[src/rtl/throw_ctl_multi_if.sv]
// Throw request/trajectory bundle between the game FSM (master) and the throw controller (slave).
interface throw_ctl_multi_if #(
  parameter int POS_W  = 12,
  parameter int VEL_W  = 16,
  parameter int SPD_W  = 8,
  parameter int WIND_W = 7
);
  logic              start;
  logic              abort;
  logic              dir;
  logic [VEL_W-1:0]  init_vel_y;
  logic [SPD_W-1:0]  base_speed_x;
  logic [WIND_W-1:0] wind;
  logic [POS_W-1:0]  x_start;
  logic [POS_W-1:0]  y_start;
  logic [POS_W-1:0]  x_pos;
  logic [POS_W-1:0]  y_pos;
  logic              busy;
  logic              step_valid;
  logic              done;
  logic              hit_ground;
  logic              out_of_bounds;

  modport master (
    output start, abort, dir, init_vel_y, base_speed_x, wind, x_start, y_start,
    input  x_pos, y_pos, busy, step_valid, done, hit_ground, out_of_bounds
  );
  modport slave (
    input  start, abort, dir, init_vel_y, base_speed_x, wind, x_start, y_start,
    output x_pos, y_pos, busy, step_valid, done, hit_ground, out_of_bounds
  );
endinterface

[src/rtl/throw_ctl_multi.sv]
// Projectile trajectory generator for either thrower: rise/fall physics stepped every
// SLOWDOWN cycles, wind-corrected horizontal speed, edge/ground termination and abort.
module throw_ctl_multi #(
  parameter int POS_W       = 12,
  parameter int VEL_W       = 16,
  parameter int SPD_W       = 8,
  parameter int WIND_W      = 7,
  parameter int GRAVITY     = 10,
  parameter int SLOWDOWN    = 16,
  parameter int WIND_CENTER = 50,
  parameter int WIND_DIV    = 25,
  parameter int X_MAX       = 1023
) (
  input logic              clk,
  input logic              rst,
  throw_ctl_multi_if.slave bus
);
  typedef enum logic [1:0] {IDLE, RISE, FALL, DONE} state_e;

  localparam int TICK_W = $clog2(SLOWDOWN);
  localparam int YS_W   = ((POS_W > VEL_W) ? POS_W : VEL_W) + 1;
  localparam int XS_W   = ((POS_W > SPD_W) ? POS_W : SPD_W) + 1;
  localparam logic [31:0] WC      = 32'(WIND_CENTER);
  localparam logic [31:0] WD      = 32'(WIND_DIV);
  localparam logic [31:0] SPD_MAX = 32'((64'd1 << SPD_W) - 64'd1);

  state_e             state_q;
  logic [TICK_W-1:0]  tick_q;
  logic [POS_W-1:0]   x_q, y_q;
  logic [VEL_W-1:0]   vy_q;
  logic [SPD_W-1:0]   spd_q, spd_d;
  logic               dir_q, busy_q, step_q, done_q, hit_q, oob_q;

  // Wind correction is applied once at launch so the step datapath stays add/sub only.
  logic [31:0] w32, b32, dev, spd32;
  always_comb begin
    w32   = 32'(bus.wind);
    b32   = 32'(bus.base_speed_x);
    dev   = '0;
    spd32 = '0;
    spd_d = '0;
    if (w32 >= WC) begin
      dev   = (w32 - WC) / WD;
      spd32 = b32 + dev;
      spd_d = (spd32 > SPD_MAX) ? '1 : SPD_W'(spd32);
    end else begin
      dev   = (WC - w32) / WD;
      spd_d = (dev >= b32) ? '0 : SPD_W'(b32 - dev);
    end
  end

  logic [YS_W-1:0]  y_sum;
  logic [VEL_W:0]   vy_sum;
  logic [XS_W-1:0]  x_inc;
  logic [POS_W-1:0] y_rise, y_fall, x_step, y_step;
  logic [VEL_W-1:0] vy_rise, vy_fall, vy_step;
  logic             to_fall, ground, x_hi, x_lo, x_edge, y_end, step_now;

  assign y_sum   = YS_W'(y_q) + YS_W'(vy_q);
  assign y_rise  = (|y_sum[YS_W-1:POS_W]) ? '1 : y_sum[POS_W-1:0];
  assign to_fall = vy_q <= VEL_W'(GRAVITY);
  assign vy_rise = to_fall ? '0 : vy_q - VEL_W'(GRAVITY);

  // When not grounded vy < y, so the narrowing of vy cannot lose bits.
  assign ground  = YS_W'(y_q) <= YS_W'(vy_q);
  assign y_fall  = ground ? '0 : y_q - POS_W'(vy_q);
  assign vy_sum  = {1'b0, vy_q} + (VEL_W+1)'(GRAVITY);
  assign vy_fall = vy_sum[VEL_W] ? '1 : vy_sum[VEL_W-1:0];

  assign x_inc  = XS_W'(x_q) + XS_W'(spd_q);
  assign x_hi   = x_inc > XS_W'(X_MAX);
  assign x_lo   = XS_W'(x_q) < XS_W'(spd_q);
  assign x_edge = dir_q ? x_lo : x_hi;
  assign x_step = dir_q ? (x_lo ? '0 : x_q - POS_W'(spd_q))
                        : (x_hi ? POS_W'(X_MAX) : x_inc[POS_W-1:0]);

  assign y_step   = (state_q == RISE) ? y_rise : y_fall;
  assign vy_step  = (state_q == RISE) ? vy_rise : vy_fall;
  assign y_end    = (state_q == FALL) && ground;
  assign step_now = tick_q == TICK_W'(SLOWDOWN - 1);

  always_ff @(posedge clk or negedge rst) begin
    if (!rst) begin
      state_q <= IDLE;
      tick_q  <= '0;
      x_q     <= '0;
      y_q     <= '0;
      vy_q    <= '0;
      spd_q   <= '0;
      dir_q   <= 1'b0;
      busy_q  <= 1'b0;
      step_q  <= 1'b0;
      done_q  <= 1'b0;
      hit_q   <= 1'b0;
      oob_q   <= 1'b0;
    end else begin
      step_q <= 1'b0;
      done_q <= 1'b0;
      case (state_q)
        IDLE: if (bus.start) begin
          x_q     <= bus.x_start;
          y_q     <= bus.y_start;
          vy_q    <= bus.init_vel_y;
          spd_q   <= spd_d;
          dir_q   <= bus.dir;
          hit_q   <= 1'b0;
          oob_q   <= 1'b0;
          tick_q  <= '0;
          busy_q  <= 1'b1;
          state_q <= RISE;
        end
        RISE, FALL: begin
          if (bus.abort) begin
            tick_q  <= '0;
            busy_q  <= 1'b0;
            state_q <= IDLE;
          end else if (step_now) begin
            tick_q <= '0;
            step_q <= 1'b1;
            x_q    <= x_step;
            y_q    <= y_step;
            vy_q   <= vy_step;
            if (y_end || x_edge) begin
              hit_q   <= y_end;
              oob_q   <= x_edge;
              state_q <= DONE;
            end else if (state_q == RISE && to_fall) begin
              state_q <= FALL;
            end
          end else begin
            tick_q <= tick_q + 1'b1;
          end
        end
        DONE: begin
          done_q  <= !bus.abort;
          busy_q  <= 1'b0;
          state_q <= IDLE;
        end
        default: state_q <= IDLE;
      endcase
    end
  end

  assign bus.x_pos         = x_q;
  assign bus.y_pos         = y_q;
  assign bus.busy          = busy_q;
  assign bus.step_valid    = step_q;
  assign bus.done          = done_q;
  assign bus.hit_ground    = hit_q;
  assign bus.out_of_bounds = oob_q;
endmodule

[src/flat_wrapper.sv]
// flat-port wrapper written by rule: the top's interface ports become plain ports
module throw_ctl_multi_flat 
#(
  parameter int POS_W       = 12,
  parameter int VEL_W       = 16,
  parameter int SPD_W       = 8,
  parameter int WIND_W      = 7,
  parameter int GRAVITY     = 10,
  parameter int SLOWDOWN    = 16,
  parameter int WIND_CENTER = 50,
  parameter int WIND_DIV    = 25,
  parameter int X_MAX       = 1023
)
  (clk, rst, bus_start, bus_abort, bus_dir, bus_init_vel_y, bus_base_speed_x, bus_wind, bus_x_start, bus_y_start, bus_x_pos, bus_y_pos, bus_busy, bus_step_valid, bus_done, bus_hit_ground, bus_out_of_bounds);
  throw_ctl_multi_if #(.POS_W(POS_W), .VEL_W(VEL_W), .SPD_W(SPD_W), .WIND_W(WIND_W)) bus_i ();
  input logic clk;
  input logic rst;
  input wire logic [$bits(bus_i.start)-1:0] bus_start;
  input wire logic [$bits(bus_i.abort)-1:0] bus_abort;
  input wire logic [$bits(bus_i.dir)-1:0] bus_dir;
  input wire logic [$bits(bus_i.init_vel_y)-1:0] bus_init_vel_y;
  input wire logic [$bits(bus_i.base_speed_x)-1:0] bus_base_speed_x;
  input wire logic [$bits(bus_i.wind)-1:0] bus_wind;
  input wire logic [$bits(bus_i.x_start)-1:0] bus_x_start;
  input wire logic [$bits(bus_i.y_start)-1:0] bus_y_start;
  output wire logic [$bits(bus_i.x_pos)-1:0] bus_x_pos;
  output wire logic [$bits(bus_i.y_pos)-1:0] bus_y_pos;
  output wire logic [$bits(bus_i.busy)-1:0] bus_busy;
  output wire logic [$bits(bus_i.step_valid)-1:0] bus_step_valid;
  output wire logic [$bits(bus_i.done)-1:0] bus_done;
  output wire logic [$bits(bus_i.hit_ground)-1:0] bus_hit_ground;
  output wire logic [$bits(bus_i.out_of_bounds)-1:0] bus_out_of_bounds;
  assign bus_i.start = bus_start;
  assign bus_i.abort = bus_abort;
  assign bus_i.dir = bus_dir;
  assign bus_i.init_vel_y = bus_init_vel_y;
  assign bus_i.base_speed_x = bus_base_speed_x;
  assign bus_i.wind = bus_wind;
  assign bus_i.x_start = bus_x_start;
  assign bus_i.y_start = bus_y_start;
  assign bus_x_pos = bus_i.x_pos;
  assign bus_y_pos = bus_i.y_pos;
  assign bus_busy = bus_i.busy;
  assign bus_step_valid = bus_i.step_valid;
  assign bus_done = bus_i.done;
  assign bus_hit_ground = bus_i.hit_ground;
  assign bus_out_of_bounds = bus_i.out_of_bounds;
  throw_ctl_multi #(.POS_W(POS_W), .VEL_W(VEL_W), .SPD_W(SPD_W), .WIND_W(WIND_W), .GRAVITY(GRAVITY), .SLOWDOWN(SLOWDOWN), .WIND_CENTER(WIND_CENTER), .WIND_DIV(WIND_DIV), .X_MAX(X_MAX)) u_core (.clk(clk), .rst(rst), .bus(bus_i));
endmodule
[config.mk]
export PLATFORM = sky130hd
export DESIGN_NAME = throw_ctl_multi_flat
export DESIGN_NICKNAME = d
export VERILOG_FILES = /design/src/rtl/throw_ctl_multi_if.sv /design/src/rtl/throw_ctl_multi.sv /design/src/flat_wrapper.sv
export SDC_FILE = /design/constraint.sdc
export NUM_CORES = 1
export LEC_CHECK = 0
export CAP_MARGIN = 25
export CELL_PAD_IN_SITES_DETAIL_PLACEMENT = 1
export CELL_PAD_IN_SITES_GLOBAL_PLACEMENT = 2
export CORE_MARGIN = 10
export CORE_UTILIZATION = 25
export DETAILED_ROUTE_END_ITERATION = 8
export DONT_BUFFER_PORTS = 1
export MAX_ROUTING_LAYER = met4
export PLACE_DENSITY = 0.68
export SYNTH_ARGS = -nofsm -noshare
export SYNTH_HDL_FRONTEND = slang
export SYNTH_SLANG_ARGS = --single-unit
[constraint.sdc]
create_clock -name clk -period 7.5 [get_ports clk]
set_input_delay 1.5 -clock clk [delete_from_list [all_inputs] [get_ports clk]]
set_output_delay 1.5 -clock clk [all_outputs]
set_load 0.01 [all_outputs]
# After elaboration in Yosys (flattened, before gate mapping)
# Cells that the tools add are included.
# classes
n_addsub,11
magnitude_cmp,7
n_mux,51
n_eq_ne,11
div_mod_pow,2
reduce_logical,14
# op_table
op,count
2-to-1 mux 12 bit,12
2-to-1 mux 16 bit,6
divider 32 x 5 -> 32 bit (second input constant),2
case mux 12 bit (2 select lines),2
adder 8 x 32 -> 32 bit,1
>= comparator 32 x 8 -> 1 bit,1
greater-than comparator 32 x 8 -> 1 bit (second input constant),1
case mux 16 bit (2 select lines),1
2-to-1 mux 8 bit,3
adder 12 x 16 -> 17 bit,1
adder 16 x 4 -> 17 bit (second input constant),1
less-or-equal comparator 12 x 16 -> 1 bit,1
less-or-equal comparator 16 x 4 -> 1 bit (second input constant),1
subtractor 16 x 4 -> 16 bit (second input constant),1
2-to-1 mux 1 bit,14
adder 12 x 8 -> 13 bit,1
greater-than comparator 13 x 10 -> 1 bit (second input constant),1
less-than comparator 12 x 8 -> 1 bit,1
2-to-1 mux 4 bit,3
subtractor 12 bit,1
subtractor 12 x 8 -> 12 bit,1
2-to-1 mux 2 bit,5
case mux 4 bit (2 select lines),1
subtractor 6 x 7 -> 8 bit (first input constant),1
other kinds (25),33
# word_totals
in_bits,60
reg_bits,60

# Longest topological paths before layout
# logic_depth
depth_word,8
ltp_mapped,38
mapped_depth_nobuf,34

# Worst setup path before layout
# OpenSTA, ideal clock, no wires.
# synth_path
path_type,input-to-reg
from,input port bus_wind[2]
to,register u_core.spd_q[7]
cell_stages,38
path_slack_ns,-0.571
setup_time_ns,0.064
t_arrival_ns,8.006
cell_sequence,buf_2 inv_1 ha_1 or3b_4 a31o_1 buf_4 inv_2 ha_1 clkbuf_1 inv_1 nor2_1 a2111oi_4 and2_4 o311a_2 o311ai_4 a21o_4 and2_4 buf_6 [... 2 more ...] nor3_2 and4b_1 o31ai_2 a21boi_1 o32ai_2 o211ai_1 ha_1 inv_1 a21o_1 a21oi_1 o21bai_1 a21o_1 a21o_1 a21oi_1 xnor2_1 nand2_1 a21oi_1 a21o_1
# synth_via
elab_chain_len,6
# synth_rtl
item,line_no,rtl
from (decl),flat_wrapper.sv:23,input wire logic [$bits(bus_i.wind)-1:0] bus_wind;
subtractor 7 x 6 -> 8 bit,throw_ctl_multi.sv:43,dev = (w32 - WC) / WD;
divider 32 x 5 -> 32 bit,throw_ctl_multi.sv:43,
adder 8 x 32 -> 32 bit,throw_ctl_multi.sv:44,spd32 = b32 + dev;
greater-than comparator 32 x 8 -> 1 bit,throw_ctl_multi.sv:45,spd_d = (spd32 > SPD_MAX) ? '1 : SPD_W'(spd32);
2-to-1 mux 8 bit,throw_ctl_multi.sv:45,
2-to-1 mux 8 bit (*),throw_ctl_multi.sv:42,if (w32 >= WC) begin
to (signal assigned),throw_ctl_multi.sv:104,spd_q <= spd_d;
to (decl),throw_ctl_multi.sv:31,"logic [SPD_W-1:0] spd_q, spd_d;"
# Every way passes the cells marked *; elsewhere a longest branch is shown, timed or not.
# A chain may end at the register's enable or synchronous reset.

# Worst setup path after layout
# layout_path
from,input port bus_wind[2]
to,register u_core.spd_q[6]
# Same word-level chain as after synthesis.

==> impl_metrics.ini <==
[sta]
fmax_mhz = 141
hold_violations = 0
layout_setup_ws_ns = 0.420
drv_slew = 0
period_share = 0.944
finClkSkew_ns = 0.00996
rsz0062_at_grt = no
worst_slew_pin_slew_ns = 1.00
slew_headroom = 0.332
whs_ns = 0.490
setup_tns_ns = 0
layout_min_cycle_time_ns = 7.08
setup_viol = 0

[worst_setup_path]
worstRegToRegCells = 14
r2r-start = u_core.vy_q[1]
start_kind = input pin
max_stage_delay_ns = 0.40
regToRegSetupSlack_ns = 3.33
cp.required_ns = 7.71
path_max_fanout = 8
crit_top_cell = a21oi_1
slowest_stage = fa_1
critPathCaptureType = register
startpoint = bus_wind[2]
crit_type = in -> reg
cp.arrival_ns = 7.29

[placed_design]
finalWeightedCongestion = 0.829
hpwl_mm = 22.3
port_buffers = 0
post-place-ws_ns = -0.0946

[grt]
track_usage = 0.149
antenna_found_initial = 1
grt_overflow = 0
grt_max_degree = 61
grt_pass1_vias = 8096
grt_pass1_wl_mm = 45.8

[cells_and_area]
fillers = 3854
multi_input_area_um2 = 6080
nets = 1201
area_growth_pct = 11.1
final_layout_size_suffix_gt1_frac = 0.0957
seq_area_um2 = 1500

[pwr]
combPwrFrac = 0.679
p_int_mw = 1.74
seqPwrFrac = 0.205
p_switching_mw = 2.03
ir_drop_uv = 136
p_leak_nw = 3.72
p_per_area_nw_per_um2 = 422
clock_power_share = 0.116
swShare = 0.540

[yosys]
synth_flop_cell = dfrtp_1
synth_most_common_cell = a21oi_1
ys_ff_latch = 60
synth_adder_area_share = 0.149
synth_top_family_by_area = compound AO/OA/AOI/OAI gates
synth_commonest_cells = a21oi_1, o21ai_0, inv_1, ha_1, nor2_1
yosysWarningCount = 0
synth-seq-area-share = 0.187
syn_area_per_cell_um2 = 7.53
yosys.area.top_type = dfrtp_1
yosys-top-cells-area = dfrtp_1, ha_1, a21oi_1
syn_area_um2 = 8040
async_flop_share = 1.00
synth-xor-area-share = 0.0414
yosys.area.top_type_share = 0.187
synth_mux_area_frac = 0.00918
synth_compound_area_frac = 0.350
synth_edf_count = 0
ys_types = 91
synthCells = 1068
synth_simple_gate_area_frac = 0.191

[floorplan]
core_area_um2 = 31600
die_h_um = 199
die_x_um = 199
io_pins = 89
fp-row-count = 65
start_util = 0.254
die_area_um2 = 39700

[hold_path]
hold-path-cell-count = 1
hold_class = reg -> reg
hold_start = u_core.tick_q[3]

[status]
status = completed

[route]
drt_iter0_drc = 363
wl_per_cell_um = 19.8
wirelength_mm = 28.9
vias = 7798
via_per_inst = 5.34
detail-route-antenna-nets = 0
route.detailed.drc = 0
firstDrtPassIters = 4

[clocking]
h-tree-depth = 3
clkLatencyLatePin_ns = 0.35
cts_hold_buffers = 0
clk_pin_slew_worst_paths_ns = 0.06
clock-sinks = 60
cts_tree = built
cts.path.max_buffers = 2
numCtsBuffers = 9
root_buffer = clkbuf_16
post_cts_buffers = 0
cts_resized = 0

[job]
drv_cap = 0
-- layout by cell type (no fill, tap or decap), types with 5 or more instances in the layout --
| master | instances |
|---|---|
| nand4_1 | 11 |
| dfrtp_1 | 60 |
| o21bai_1 | 15 |
| clkbuf_16 | 9 |
| o21ai_0 | 96 |
| nor2_1 | 82 |
| or3_1 | 11 |
| a21o_1 | 28 |
| a21oi_1 | 98 |
| inv_1 | 84 |
| o22ai_1 | 12 |
| buf_4 | 26 |
| nand3_1 | 20 |
| xnor2_1 | 31 |
| nand2_1 | 77 |
| nor3_1 | 28 |
| nor2b_1 | 10 |
| a221o_1 | 6 |
| nand2b_1 | 16 |
| nor4_1 | 6 |
| o31ai_1 | 9 |
| o211ai_1 | 17 |
| xor2_1 | 7 |
| or4_1 | 7 |
| a31oi_1 | 14 |
| o221ai_1 | 10 |
| fa_1 | 6 |
| conb_1 | 5 |
| ha_1 | 81 |
| a211o_1 | 6 |
| o21a_1 | 10 |
| or2_2 | 9 |
| a211oi_1 | 9 |
| a221oi_1 | 5 |
| and3_1 | 13 |
-- registers in the layout, summed over array words and instances (netlist names), 2 cells and up --
signal / count
u_core.spd_q: 8
u_core.bus.y_pos: 12
u_core.bus.x_pos: 12
u_core.state_q: 2
u_core.vy_q: 16
u_core.tick_q: 4
-- cell families (layout without fill, tap and decap cells) --
| logic type | Yosys count | in the layout |
|---|---|---|
| compound gates | 410 | 410 |
| simple gates | 311 | 311 |
| buf+inv | 148 | 132 |
| fa+ha+maj | 92 | 92 |
| flops | 60 | 60 |
| xor+xnor | 38 | 38 |
| mux | 7 | 7 |
| other cells | 2 | 7 |
-- path summary, 6_finish.rpt --
kind                                        end
hold reg to reg                u_core.tick_q[3]
setup / recovery                u_core.spd_q[6]
min in group asynchronous   u_core.bus.x_pos[2]
max in group asynchronous   u_core.bus.y_pos[1]
hold / removal                 u_core.tick_q[3]
setup reg to reg           u_core.bus.y_pos[11]
-- worst max-delay path: cells and delay by family --
family	cells	cell delay [ns]
fa+ha+maj	5	1.22
xor+xnor	1	0.13
simple gates	7	1.52
buf+inv	4	0.38
compound gates	13	2.46
mux	1	0.07
-- layer usage --
metal,track usage,share of wire
met2,0.261,0.50
met3,0.0257,0.036
met4,0.0376,0.017
met1,0.173,0.44
met5,-,0
-- power by group through the flow --
stage                     clock network [mW]  registers (mW)  logic [mW]
after global routing                   0.464           0.808        2.90
after CTS                              0.451           0.780        2.57
final                                  0.436           0.774        2.56
after global placement                     0           0.783        2.51
after floorplan                            0           0.633        1.99
after detailed placement                   0           0.785        2.55
-- layout make-up --
type                    count  share of cell area
multi-input cells         863               0.681
flip-flops and latches     60               0.168
well taps                 402              0.0563
inverters                  90              0.0387
clock buffers               9              0.0252
repair buffers             26              0.0219
clock inverters             7             0.00855
diodes                      2            0.000560
-- stage by stage --
step,instance area [um^2],utilization,std cells,power (mW)
floorplan,8150,-,1071,2.62
global placement,8600,0.272,1440,3.29
detailed placement,8610,0.272,1441,3.34
CTS,8910,0.282,1457,3.80
global route,8930,0.282,1458,4.17
finish,8930,0.282,1459,3.77
Note: power is estimated with default switching activity, not from simulation.
